$ cat src/rtl/uart_pkg.sv
// uart_pkg: shared parity constants, receiver FSM encoding and baud divisor helper
package uart_pkg;
  localparam int PARITY_NONE = 0;
  localparam int PARITY_ODD = 1;
  localparam int PARITY_EVEN = 2;
  typedef enum logic [2:0] {S_IDLE, S_START, S_DATA, S_PAR, S_STOP, S_BREAK} state_t;
  function automatic int calc_div(real clk_freq, int baud, int os);
    return $rtoi(clk_freq / (real'(baud) * real'(os)) + 0.5);
  endfunction
endpackage

$ cat src/rtl/uart_baud_tick.sv
// uart_baud_tick: free-running oversample tick generator, realignable on a start edge
module uart_baud_tick import uart_pkg::*; #(
  parameter real CLK_FREQ = 100_000_000.0,
  parameter int BAUD_RATE = 115_200,
  parameter int OVERSAMPLE = 16
) (
  input  logic clk,
  input  logic rstn,
  input  logic restart,
  output logic tick
);
  localparam int DIV = calc_div(CLK_FREQ, BAUD_RATE, OVERSAMPLE);
  localparam int CW = $clog2(DIV + 1);
  logic [CW-1:0] cnt_q, cnt_d;
  // tick on the last count of each period; restart realigns the phase to the start edge
  always_comb begin
    tick = cnt_q == CW'(DIV - 1);
    cnt_d = (restart || tick) ? '0 : cnt_q + 1'b1;
  end
  // divider counter register
  always_ff @(posedge clk) begin
    if (!rstn) cnt_q <= '0;
    else cnt_q <= cnt_d;
  end
endmodule

$ cat src/rtl/uart_rx_param.sv
// uart_rx_param: oversampling UART receiver with parity/frame checks and a valid/ready output
module uart_rx_param import uart_pkg::*; #(
  parameter real CLK_FREQ = 100_000_000.0,
  parameter int BAUD_RATE = 115_200,
  parameter int DATA_BITS = 8,
  parameter int PARITY = PARITY_NONE,
  parameter int STOP_BITS = 1,
  parameter int OVERSAMPLE = 16
) (
  input  logic                 clk,
  input  logic                 rstn,
  input  logic                 rxd,
  output logic [DATA_BITS-1:0] rx_data,
  output logic                 rx_valid,
  input  logic                 rx_ready,
  output logic                 rx_busy,
  output logic                 parity_error,
  output logic                 frame_error,
  output logic                 overrun
);
  localparam int SW = $clog2(OVERSAMPLE);
  localparam logic [SW-1:0] T_A = SW'(OVERSAMPLE / 2 - 1);
  localparam logic [SW-1:0] T_C = SW'(OVERSAMPLE / 2 + 1);
  localparam logic [SW-1:0] T_E = SW'(OVERSAMPLE - 1);
  state_t state_q, state_d;
  logic [2:0] sync_q, sync_d;
  logic [SW-1:0] sc_q, sc_d;
  logic [3:0] bc_q, bc_d;
  logic [1:0] smp_q, smp_d;
  logic [DATA_BITS-1:0] sh_q, sh_d, data_q, data_d;
  logic pe_c_q, pe_c_d, fe_c_q, fe_c_d, done_q, done_d;
  logic valid_q, valid_d, pe_q, pe_d, fe_q, fe_d, ovr_q, ovr_d;
  logic rx_s, start_edge, tick, maj, decide, bit_end, fe_now, load;
  uart_baud_tick #(
    .CLK_FREQ(CLK_FREQ),
    .BAUD_RATE(BAUD_RATE),
    .OVERSAMPLE(OVERSAMPLE)
  ) u_tick (
    .clk(clk),
    .rstn(rstn),
    .restart(state_q == S_IDLE && start_edge),
    .tick(tick)
  );
  // registers: two-flop synchroniser plus edge history, FSM, datapath, output holding
  always_ff @(posedge clk) begin
    if (!rstn) begin
      state_q <= S_IDLE;
      sync_q <= '1;
      sc_q <= '0;
      bc_q <= '0;
      smp_q <= '0;
      sh_q <= '0;
      pe_c_q <= 1'b0;
      fe_c_q <= 1'b0;
      done_q <= 1'b0;
      valid_q <= 1'b0;
      data_q <= '0;
      pe_q <= 1'b0;
      fe_q <= 1'b0;
      ovr_q <= 1'b0;
    end else begin
      state_q <= state_d;
      sync_q <= sync_d;
      sc_q <= sc_d;
      bc_q <= bc_d;
      smp_q <= smp_d;
      sh_q <= sh_d;
      pe_c_q <= pe_c_d;
      fe_c_q <= fe_c_d;
      done_q <= done_d;
      valid_q <= valid_d;
      data_q <= data_d;
      pe_q <= pe_d;
      fe_q <= fe_d;
      ovr_q <= ovr_d;
    end
  end
  // next state: majority-vote sampling around mid-bit, shift data, build error candidates
  always_comb begin
    sync_d = {sync_q[1:0], rxd};
    rx_s = sync_q[1];
    start_edge = sync_q[2] & ~rx_s;
    maj = (smp_q[0] & smp_q[1]) | (rx_s & (smp_q[0] | smp_q[1]));
    decide = tick && sc_q == T_C;
    bit_end = tick && sc_q == T_E;
    fe_now = (bc_q == '0) ? ~maj : fe_c_q;
    state_d = state_q;
    sc_d = !tick ? sc_q : (sc_q == T_E ? '0 : sc_q + 1'b1);
    smp_d = (tick && sc_q >= T_A && sc_q < T_C) ? {smp_q[0], rx_s} : smp_q;
    bc_d = bc_q;
    sh_d = sh_q;
    pe_c_d = pe_c_q;
    fe_c_d = fe_c_q;
    done_d = 1'b0;
    case (state_q)
      S_IDLE: if (start_edge) begin
        state_d = S_START;
        sc_d = '0;
        bc_d = '0;
        pe_c_d = 1'b0;
        fe_c_d = 1'b0;
      end
      S_START: state_d = (decide && maj) ? S_IDLE : (bit_end ? S_DATA : S_START);
      S_DATA: begin
        if (decide) sh_d = {maj, sh_q[DATA_BITS-1:1]};
        if (bit_end) begin
          bc_d = (bc_q == 4'(DATA_BITS - 1)) ? '0 : bc_q + 1'b1;
          if (bc_q == 4'(DATA_BITS - 1)) state_d = (PARITY != PARITY_NONE) ? S_PAR : S_STOP;
        end
      end
      S_PAR: begin
        if (decide) pe_c_d = maj ^ (^sh_q) ^ (PARITY == PARITY_ODD);
        if (bit_end) state_d = S_STOP;
      end
      S_STOP: if (decide) begin
        fe_c_d = fe_now;
        bc_d = bc_q + 1'b1;
        if (bc_q == 4'(STOP_BITS - 1)) begin
          done_d = 1'b1;
          state_d = fe_now ? S_BREAK : S_IDLE;
        end
      end
      S_BREAK: if (rx_s) state_d = S_IDLE;
      default: state_d = S_IDLE;
    endcase
  end
  // outputs: deliver into holding registers, drop and flag overrun while a word is unaccepted
  always_comb begin
    rx_busy = state_q != S_IDLE;
    load = done_q & (~valid_q | rx_ready);
    valid_d = done_q | (valid_q & ~rx_ready);
    data_d = load ? sh_q : data_q;
    pe_d = load ? pe_c_q : pe_q;
    fe_d = load ? fe_c_q : fe_q;
    ovr_d = (done_q & valid_q & ~rx_ready) | (ovr_q & ~(valid_q & rx_ready));
    rx_data = data_q;
    rx_valid = valid_q;
    parity_error = pe_q;
    frame_error = fe_q;
    overrun = ovr_q;
  end
endmodule

$ cat config.mk
export PLATFORM = sky130hd
export DESIGN_NAME = uart_rx_param
export DESIGN_NICKNAME = d
export VERILOG_FILES = /design/src/rtl/uart_pkg.sv /design/src/rtl/uart_baud_tick.sv /design/src/rtl/uart_rx_param.sv
export SDC_FILE = /design/constraint.sdc
export NUM_CORES = 1
export LEC_CHECK = 0
export ABC_AREA = 1
export CAP_MARGIN = 20
export CORE_UTILIZATION = 52
export DETAILED_ROUTE_END_ITERATION = 10
export GPL_TIMING_DRIVEN = 0
export PLACE_DENSITY_LB_ADDON = 0.08
export SLEW_MARGIN = 30
export SYNTH_ARGS = -nofsm -noshare
export SYNTH_HDL_FRONTEND = slang
export SYNTH_SLANG_ARGS = --single-unit
export TNS_END_PERCENT = 1
$ cat constraint.sdc
create_clock -name clk -period 1.6 [get_ports clk]
set_clock_uncertainty 0.1 [all_clocks]
set_input_delay 0.32 -clock clk [delete_from_list [all_inputs] [get_ports clk]]
set_output_delay 0.32 -clock clk [all_outputs]
set_load 0.02 [all_outputs]
==> results of run 1 <==
stage by stage:
stage               std cells   util  TNS [ps]  hold WS (ps)  setup WS [ps]
finish                    380  0.662      -406           323          -95.2
global route              380  0.662     -1930           355           -174
CTS                       373  0.623      -246           323          -63.4
detailed placement        367  0.597     -8600           304           -345
global placement          367  0.597     -8420           304           -338
floorplan                 301      -         0           293           72.8
synth_stat cells (2+ instances only):
master                     count  area, µm²
sky130_fd_sc_hd__nand2_1      47        176
sky130_fd_sc_hd__a21oi_1      31        155
sky130_fd_sc_hd__xor2_1        4       35.0
sky130_fd_sc_hd__dfxtp_1      45        901
sky130_fd_sc_hd__inv_2         4       15.0
sky130_fd_sc_hd__o21ai_1       2       10.0
sky130_fd_sc_hd__xnor2_1       5       43.8
sky130_fd_sc_hd__nand2_2       5       31.3
sky130_fd_sc_hd__nor2_2        4       25.0
sky130_fd_sc_hd__clkbuf_1      3       11.3
sky130_fd_sc_hd__o21ai_0      28        140
sky130_fd_sc_hd__ha_1          7       87.6
sky130_fd_sc_hd__nand3_1      19       95.1
sky130_fd_sc_hd__nor3_1        4       20.0
sky130_fd_sc_hd__inv_1        36        135
sky130_fd_sc_hd__nor2_1       39        146
sky130_fd_sc_hd__or2_2         2       12.5
logic make-up (layout without fill, tap and decap cells):
family / Yosys count / count (layout) / synth area share
fa+ha+maj: 7 / 7 / 0.0404
simple gates: 128 / 128 / 0.262
xor+xnor: 9 / 9 / 0.0364
buf+inv: 47 / 76 / 0.0854
flops: 45 / 45 / 0.416
compound gates: 65 / 65 / 0.160
routing by layer:
metal / up-vias / GRT usage
met5: - / 0
met4: 0 / 0.0718
met3: 6 / 0.0565
met2: 20 / 0.332
met1: 838 / 0.272
li1: 1030 / -
worst max-delay path: stages (launching register included):
cell	delay, ps
sky130_fd_sc_hd__dfxtp_4	380
sky130_fd_sc_hd__ha_4	140
sky130_fd_sc_hd__nand3_4	70
sky130_fd_sc_hd__nor2_4	240
sky130_fd_sc_hd__nand2_4	100
sky130_fd_sc_hd__a21oi_4	240
sky130_fd_sc_hd__nand2_4	110
sky130_fd_sc_hd__o21ai_2	160
sky130_fd_sc_hd__nor2_1	60
path summary, 6_finish.rpt:
| kind | to | start | depth (start not counted) |
|---|---|---|---|
| setup / recovery | bc_q[3] | u_tick.cnt_q[0] | 8 |
| hold / removal | sync_q[1] | sync_q[0] | 1 |
| setup reg to reg | bc_q[3] | u_tick.cnt_q[0] | 8 |
| hold reg to reg | sync_q[1] | sync_q[0] | 1 |
layout make-up:
type	instances	area share
repair buffers	23	0.0789
multi-input cells	209	0.453
clock inverters	1	0.00189
inverters	41	0.0581
clock buffers	5	0.0260
plain buffers	6	0.0151
well taps	50	0.0236
flip-flops and latches	45	0.344
repair_timing:
action | CTS | global route
hold buffers | 0 | 0
pin swaps | 1 | 12
gates resized for setup | 29 | 32
setup endpoints to repair | 38 | 27
setup buffers | 0 | 7
report_power, final:
group | leakage, nW | switching [mW] | internal [mW]
clock network | 0.0399 | 0.355 | 0.288
registers | 0.366 | 0.0297 | 1.15
logic | 0.714 | 0.153 | 0.105
total | 1.12 | 0.537 | 1.54
registers in the layout, summed over array words and instances, names as in the netlist, 2 cells and up:
signal        count
rx_data           8
sh_q              8
u_tick.cnt_q      6
bc_q              4
sc_q              4
state_q           3
sync_q            3
smp_q             2
==> impl_metrics.xml, run 1 <==
<?xml version="1.0" encoding="UTF-8"?>
<metrics>
  <group name="finish">
    <metric name="layout.area.seq" unit="µm²">910</metric>
    <metric name="area_used_by_multi_input_combinational_logic" unit="µm²">1200</metric>
    <metric name="fin_nets" unit="">342</metric>
    <metric name="area_growth" unit="%">22.2</metric>
    <metric name="antennaDiodeCount" unit="">0</metric>
    <metric name="final_common_cell" unit="">sky130_fd_sc_hd__nand2_1</metric>
    <metric name="final_layout_size_suffix_gt1_frac" unit="">0.173</metric>
    <metric name="layout.cell_area.non_filler" unit="µm²">2650</metric>
    <metric name="layout_common_cells" unit="">44 x sky130_fd_sc_hd__nand2_1, 40 x sky130_fd_sc_hd__dfxtp_1, 36 x sky130_fd_sc_hd__nor2_1, 34 x sky130_fd_sc_hd__inv_1, 30 x sky130_fd_sc_hd__a21oi_1</metric>
    <metric name="fillerInstances" unit="">363</metric>
  </group>
  <group name="worst_setup_path">
    <metric name="crit_required" unit="ps">1690</metric>
    <metric name="ff2ff_setup_slack" unit="ps">-100</metric>
    <metric name="worstPathArrival" unit="ps">1790</metric>
    <metric name="crit_fanout" unit="">6</metric>
    <metric name="cp-end-kind" unit="">flip-flop</metric>
    <metric name="worst-setup-path-type" unit="">flip-flop to flip-flop</metric>
    <metric name="start_kind" unit="">flip-flop</metric>
  </group>
  <group name="sta">
    <metric name="finalHoldViolCount" unit="">0</metric>
    <metric name="layout_worst_path_cycle_share" unit="">1.06</metric>
    <metric name="achievable-frequency" unit="GHz">0.590</metric>
    <metric name="rsz_0062_raised_after_global_routing" unit="">true</metric>
    <metric name="slew-limit-headroom" unit="">0.695</metric>
    <metric name="setup_ws" unit="ps">-95.2</metric>
    <metric name="setup-violations-final" unit="">12</metric>
    <metric name="tightest_slew" unit="ps">458</metric>
    <metric name="period_minus_slack" unit="ps">1700</metric>
    <metric name="final_max_slew_viol_count" unit="">0</metric>
  </group>
  <group name="hold_path">
    <metric name="min-delay-path-class" unit="">flip-flop to flip-flop</metric>
  </group>
  <group name="yosys">
    <metric name="post_synth_inst_count" unit="">301</metric>
    <metric name="postSynthRegisterBits" unit="">45</metric>
    <metric name="synth-seq-area-share" unit="">0.416</metric>
    <metric name="syn_area" unit="µm²">2170</metric>
    <metric name="synth_enable_flop_cells" unit="">0</metric>
    <metric name="yosysWarnings" unit="">0</metric>
    <metric name="syn-mean-instance-area" unit="µm²">7.20</metric>
    <metric name="syn_nets" unit="">312</metric>
    <metric name="async_flop_share" unit="">0</metric>
    <metric name="dominantRegCellSynth" unit="">sky130_fd_sc_hd__dfxtp_1</metric>
    <metric name="yosys.cell_types.count" unit="">33</metric>
  </group>
  <group name="grt">
    <metric name="number_of_antenna_violations_at_the_first_check_in_global_routing" unit="">0</metric>
    <metric name="grt_pass1_wl" unit="µm">7070</metric>
    <metric name="grt_max_degree" unit="">13</metric>
    <metric name="first_global_vias" unit="">1682</metric>
    <metric name="globalRoute.totalOverflow" unit="">0</metric>
    <metric name="gr_util_all_layers" unit="">0.210</metric>
  </group>
  <group name="clocking">
    <metric name="tritoncts" unit="">built</metric>
    <metric name="cts_root_buf" unit="">sky130_fd_sc_hd__clkbuf_8</metric>
    <metric name="cts.clk_slew.worst_paths" unit="ps">70</metric>
    <metric name="cts_buffer_depth" unit="">2</metric>
    <metric name="clkLatencyLatePin" unit="ps">290</metric>
    <metric name="cts_max_level" unit="">2</metric>
    <metric name="cts.sinks" unit="">45</metric>
    <metric name="cts_inserted_buffers" unit="">5</metric>
  </group>
  <group name="placed_design">
    <metric name="placer_s_final_routability_congestion_estimate" unit="">0.874</metric>
    <metric name="buffer_ports.inserted" unit="">16</metric>
    <metric name="dpl_cell_area" unit="µm²">2390</metric>
    <metric name="detailed_place_hpwl" unit="µm">3040</metric>
  </group>
  <group name="power_and_ir_drop">
    <metric name="peakVddDrop" unit="V">0.000384</metric>
    <metric name="report.power.total" unit="mW">2.08</metric>
    <metric name="power.density_cell_area" unit="nW/µm²">785</metric>
    <metric name="leakage" unit="nW">1.12</metric>
  </group>
  <group name="detailed_routing">
    <metric name="aggregate_routed_wire_length" unit="µm">4260</metric>
    <metric name="routed-wl-met2" unit="µm">1950</metric>
    <metric name="drc_errors" unit="">0</metric>
    <metric name="viasPerCell" unit="">4.98</metric>
    <metric name="first_pass_iters" unit="">6</metric>
    <metric name="drt-initial-drc-count" unit="">65</metric>
    <metric name="final_ant_viol_nets" unit="">0</metric>
    <metric name="highest-signal-layer" unit="">met4</metric>
    <metric name="routed-via-count" unit="">1894</metric>
    <metric name="met3_wirelength" unit="µm">105</metric>
    <metric name="drt-met1-wl" unit="µm">2150</metric>
    <metric name="average_wire_length_per_cell_after_detail_routing" unit="µm">11.2</metric>
  </group>
  <group name="floorplan">
    <metric name="die_area" unit="µm²">4430</metric>
    <metric name="initial_cell_density_of_the_core" unit="">0.542</metric>
    <metric name="placeableCoreArea" unit="µm²">4000</metric>
    <metric name="die_w" unit="µm">66.6</metric>
    <metric name="design.portCount" unit="">17</metric>
    <metric name="num_rows" unit="">23</metric>
    <metric name="chipHeight" unit="µm">66.6</metric>
  </group>
  <group name="run_status">
    <metric name="outcome" unit="">complete, but fails checks</metric>
    <metric name="violations" unit="">negative setup slack</metric>
  </group>
  <group name="run">
    <metric name="max_cap_viol_count" unit="">0</metric>
  </group>
</metrics>
(Power assumes the default switching activity.)
==> inputs of run 2 (changes only) <==
- SYNTH_HIERARCHICAL: unset -> 1
==> impl_metrics.xml, run 2 <==
<?xml version="1.0" encoding="UTF-8"?>
<metrics>
  <group name="run_status">
    <metric name="outcome" unit="">complete, but fails checks</metric>
    <metric name="violations" unit="">negative setup slack</metric>
  </group>
  <group name="worst_setup_path">
    <metric name="r2r_cells" unit="">13</metric>
    <metric name="critical_path.reg2reg.startpoint" unit="">u_tick/cnt_q[1]</metric>
    <metric name="cp-startpoint" unit="">u_tick/cnt_q[1]</metric>
    <metric name="ff2ff_setup_slack" unit="ps">-180</metric>
    <metric name="worstPathArrival" unit="ps">1880</metric>
    <metric name="crit_fanout" unit="">8</metric>
    <metric name="worst-setup-path-type" unit="">flip-flop to flip-flop</metric>
    <metric name="start_kind" unit="">flip-flop</metric>
    <metric name="cp-end-kind" unit="">flip-flop</metric>
    <metric name="r2r-end" unit="">bc_q[3]</metric>
    <metric name="endpoint" unit="">bc_q[3]</metric>
    <metric name="crit_required" unit="ps">1690</metric>
  </group>
  <group name="sta">
    <metric name="setup_ws" unit="ps">-185</metric>
    <metric name="setup-violations-final" unit="">16</metric>
    <metric name="period_minus_slack" unit="ps">1780</metric>
    <metric name="slew-limit-headroom" unit="">0.726</metric>
    <metric name="finalHoldViolCount" unit="">0</metric>
    <metric name="tightest_slew" unit="ps">411</metric>
    <metric name="final_max_slew_viol_count" unit="">0</metric>
    <metric name="achievable-frequency" unit="GHz">0.560</metric>
    <metric name="fin_hold_ws" unit="ps">322</metric>
    <metric name="total_negative_slack_for_setup_checks" unit="ps">-1820</metric>
    <metric name="layout_worst_path_cycle_share" unit="">1.12</metric>
    <metric name="rsz_0062_raised_after_global_routing" unit="">true</metric>
  </group>
  <group name="yosys">
    <metric name="yosysTopAreaCell" unit="">sky130_fd_sc_hd__dfxtp_1</metric>
    <metric name="syn_nets" unit="">313</metric>
    <metric name="synth-seq-area-share" unit="">0.413</metric>
    <metric name="syn-mean-instance-area" unit="µm²">7.23</metric>
    <metric name="yosys.cell_types.count" unit="">26</metric>
    <metric name="synth_enable_flop_cells" unit="">0</metric>
    <metric name="synth_commonest_cells" unit="">58 x sky130_fd_sc_hd__nor2_1, 57 x sky130_fd_sc_hd__nand2_1, 45 x sky130_fd_sc_hd__dfxtp_1</metric>
    <metric name="postSynthRegisterBits" unit="">45</metric>
    <metric name="post_synth_inst_count" unit="">302</metric>
    <metric name="dominantRegCellSynth" unit="">sky130_fd_sc_hd__dfxtp_1</metric>
    <metric name="syn_area" unit="µm²">2180</metric>
    <metric name="yosysWarnings" unit="">6</metric>
    <metric name="synth.most_common_cell" unit="">sky130_fd_sc_hd__nor2_1</metric>
    <metric name="yosysTopAreaCellShare" unit="">0.413</metric>
    <metric name="ys_top_cells_by_area" unit="">sky130_fd_sc_hd__dfxtp_1 41%, sky130_fd_sc_hd__nor2_1 10%, sky130_fd_sc_hd__nand2_1 9.8%, sky130_fd_sc_hd__inv_1 5.7%, sky130_fd_sc_hd__o21ai_0 4.8%</metric>
    <metric name="async_flop_share" unit="">0</metric>
  </group>
  <group name="clocking">
    <metric name="cts_buffer_depth" unit="">2</metric>
    <metric name="cts.sinks" unit="">45</metric>
    <metric name="cts_hold_buf" unit="">0</metric>
    <metric name="tritoncts" unit="">built</metric>
    <metric name="clkLatencyLatePin" unit="ps">300</metric>
    <metric name="cts_inserted_buffers" unit="">5</metric>
    <metric name="cts_root_buf" unit="">sky130_fd_sc_hd__clkbuf_8</metric>
    <metric name="cts.clk_slew.worst_paths" unit="ps">80</metric>
    <metric name="cts_max_level" unit="">2</metric>
  </group>
  <group name="detailed_routing">
    <metric name="drc_errors" unit="">0</metric>
    <metric name="viasPerCell" unit="">4.91</metric>
    <metric name="average_wire_length_per_cell_after_detail_routing" unit="µm">10.7</metric>
    <metric name="drt-initial-drc-count" unit="">92</metric>
    <metric name="aggregate_routed_wire_length" unit="µm">4150</metric>
    <metric name="routed-via-count" unit="">1899</metric>
    <metric name="final_ant_viol_nets" unit="">0</metric>
    <metric name="first_pass_iters" unit="">4</metric>
  </group>
  <group name="finish">
    <metric name="area_growth" unit="%">20.7</metric>
    <metric name="fin_nets" unit="">347</metric>
    <metric name="layout.cell_area.non_filler" unit="µm²">2640</metric>
    <metric name="final_common_cell" unit="">sky130_fd_sc_hd__nor2_1</metric>
    <metric name="final_layout_size_suffix_gt1_frac" unit="">0.172</metric>
    <metric name="antennaDiodeCount" unit="">0</metric>
    <metric name="fillerInstances" unit="">375</metric>
    <metric name="layout_common_cells" unit="">55 x sky130_fd_sc_hd__nor2_1, 54 x sky130_fd_sc_hd__nand2_1, 42 x sky130_fd_sc_hd__dfxtp_1, 29 x sky130_fd_sc_hd__inv_1, 19 x sky130_fd_sc_hd__o21ai_0</metric>
  </group>
  <group name="power_and_ir_drop">
    <metric name="power.density_cell_area" unit="nW/µm²">792</metric>
    <metric name="report.power.total" unit="mW">2.09</metric>
    <metric name="peakVddDrop" unit="V">0.000502</metric>
    <metric name="leakage" unit="nW">1.22</metric>
  </group>
  <group name="floorplan">
    <metric name="die_w" unit="µm">66.8</metric>
    <metric name="initial_cell_density_of_the_core" unit="">0.542</metric>
    <metric name="design.portCount" unit="">17</metric>
    <metric name="die_area" unit="µm²">4460</metric>
    <metric name="num_rows" unit="">23</metric>
    <metric name="placeableCoreArea" unit="µm²">4030</metric>
    <metric name="chipHeight" unit="µm">66.8</metric>
  </group>
  <group name="placed_design">
    <metric name="buffer_ports.inserted" unit="">16</metric>
    <metric name="place_worst_setup_slack" unit="ps">-316</metric>
    <metric name="placer_s_final_routability_congestion_estimate" unit="">0.857</metric>
    <metric name="detailed_place_hpwl" unit="µm">3040</metric>
    <metric name="dpl_cell_area" unit="µm²">2440</metric>
  </group>
  <group name="grt">
    <metric name="number_of_antenna_violations_at_the_first_check_in_global_routing" unit="">0</metric>
    <metric name="grt_max_degree" unit="">14</metric>
    <metric name="globalRoute.totalOverflow" unit="">0</metric>
    <metric name="first_global_vias" unit="">1727</metric>
    <metric name="gr_util_all_layers" unit="">0.217</metric>
    <metric name="grt_pass1_wl" unit="µm">7390</metric>
  </group>
  <group name="hold_path">
    <metric name="min-delay-path-class" unit="">flip-flop to flip-flop</metric>
    <metric name="min-delay-start" unit="">sync_q[0]</metric>
  </group>
  <group name="run">
    <metric name="max_cap_viol_count" unit="">0</metric>
  </group>
</metrics>
==> run 2: cell count changes after synthesis, moves of 3 or more <==
cell / before / now
sky130_fd_sc_hd__nor2_1: 39 / 58
sky130_fd_sc_hd__xor2_1: 4 / 7
sky130_fd_sc_hd__nor2_4: 1 / 4
sky130_fd_sc_hd__inv_1: 36 / 33
sky130_fd_sc_hd__o21ai_0: 28 / 21
sky130_fd_sc_hd__nand2_1: 47 / 57
sky130_fd_sc_hd__a21oi_1: 31 / 14
==> run 2: cell type report <==
type	count	area [µm²]	area share
tap	50	62.6	0.0237
inverter	35	131	0.0498
clock inverter	2	10.0	0.00380
clock buffer	6	72.6	0.0275
timing repair buffer	27	226	0.0859
buffer	4	17.5	0.00664
sequential	45	907	0.344
multi-input combinational	218	1210	0.458
==> run 2: cell families after synthesis <==
kind of cell    Yosys count  share of synthesized area
flops                    45                      0.413
compound gates           44                      0.121
simple gates            155                      0.311
fa+ha+maj                 7                     0.0401
buf+inv                  39                     0.0670
xor+xnor                 12                     0.0481
==> run 2: layer usage <==
metal  up-vias  routed length (µm)  track usage
li1       1015                   -            -
met1       854                2080        0.272
met2        22                1870        0.352
met3         8                 135       0.0548
met4         0                  67       0.0878
met5         -                   0            0
==> run 2: worst min-delay path by stage <==
stage,endpoint,slack [ps],cells past startpoint
after global placement,sync_q[1],300,1
after detailed placement,sync_q[1],310,1
after floorplan,sync_q[1],290,1
after global routing,sync_q[1],350,1
after CTS,sync_q[1],330,1
final,sync_q[1],320,1
==> run 2: critical path, stage by stage, from the launching register on <==
cell                       delay (ps)
sky130_fd_sc_hd__dfxtp_2          330
sky130_fd_sc_hd__inv_2             50
sky130_fd_sc_hd__ha_4             130
sky130_fd_sc_hd__nand3_4           80
sky130_fd_sc_hd__nor2_4           170
sky130_fd_sc_hd__nand2_2           80
sky130_fd_sc_hd__nor2_4           160
sky130_fd_sc_hd__nand2_4           90
sky130_fd_sc_hd__o21bai_4         140
sky130_fd_sc_hd__nand2_4          110
sky130_fd_sc_hd__nor2_2            90
sky130_fd_sc_hd__nand2_1           50
sky130_fd_sc_hd__nand2_1           60
sky130_fd_sc_hd__nor2_1            30
==> run 2: power breakdown <==
part / switching (mW) / internal, mW / total (mW)
Sequential: 0.0237 / 1.14 / 1.17
Clock: 0.371 / 0.303 / 0.674
Combinational: 0.152 / 0.0963 / 0.249
Total: 0.547 / 1.54 / 2.09
==> run 2: repair_timing <==
action                                  4_1_cts  5_1_grt
resized for setup                            20       15
pin swaps                                     9        5
endpoints found under the setup margin       32       21
setup buffers                                 7        4
==> run 2: stage by stage <==
stage / std cells / utilization
after floorplan: 302 / -
after global placement: 368 / 0.607
after detailed placement: 368 / 0.607
after CTS: 383 / 0.640
after global routing: 387 / 0.654
final: 387 / 0.654
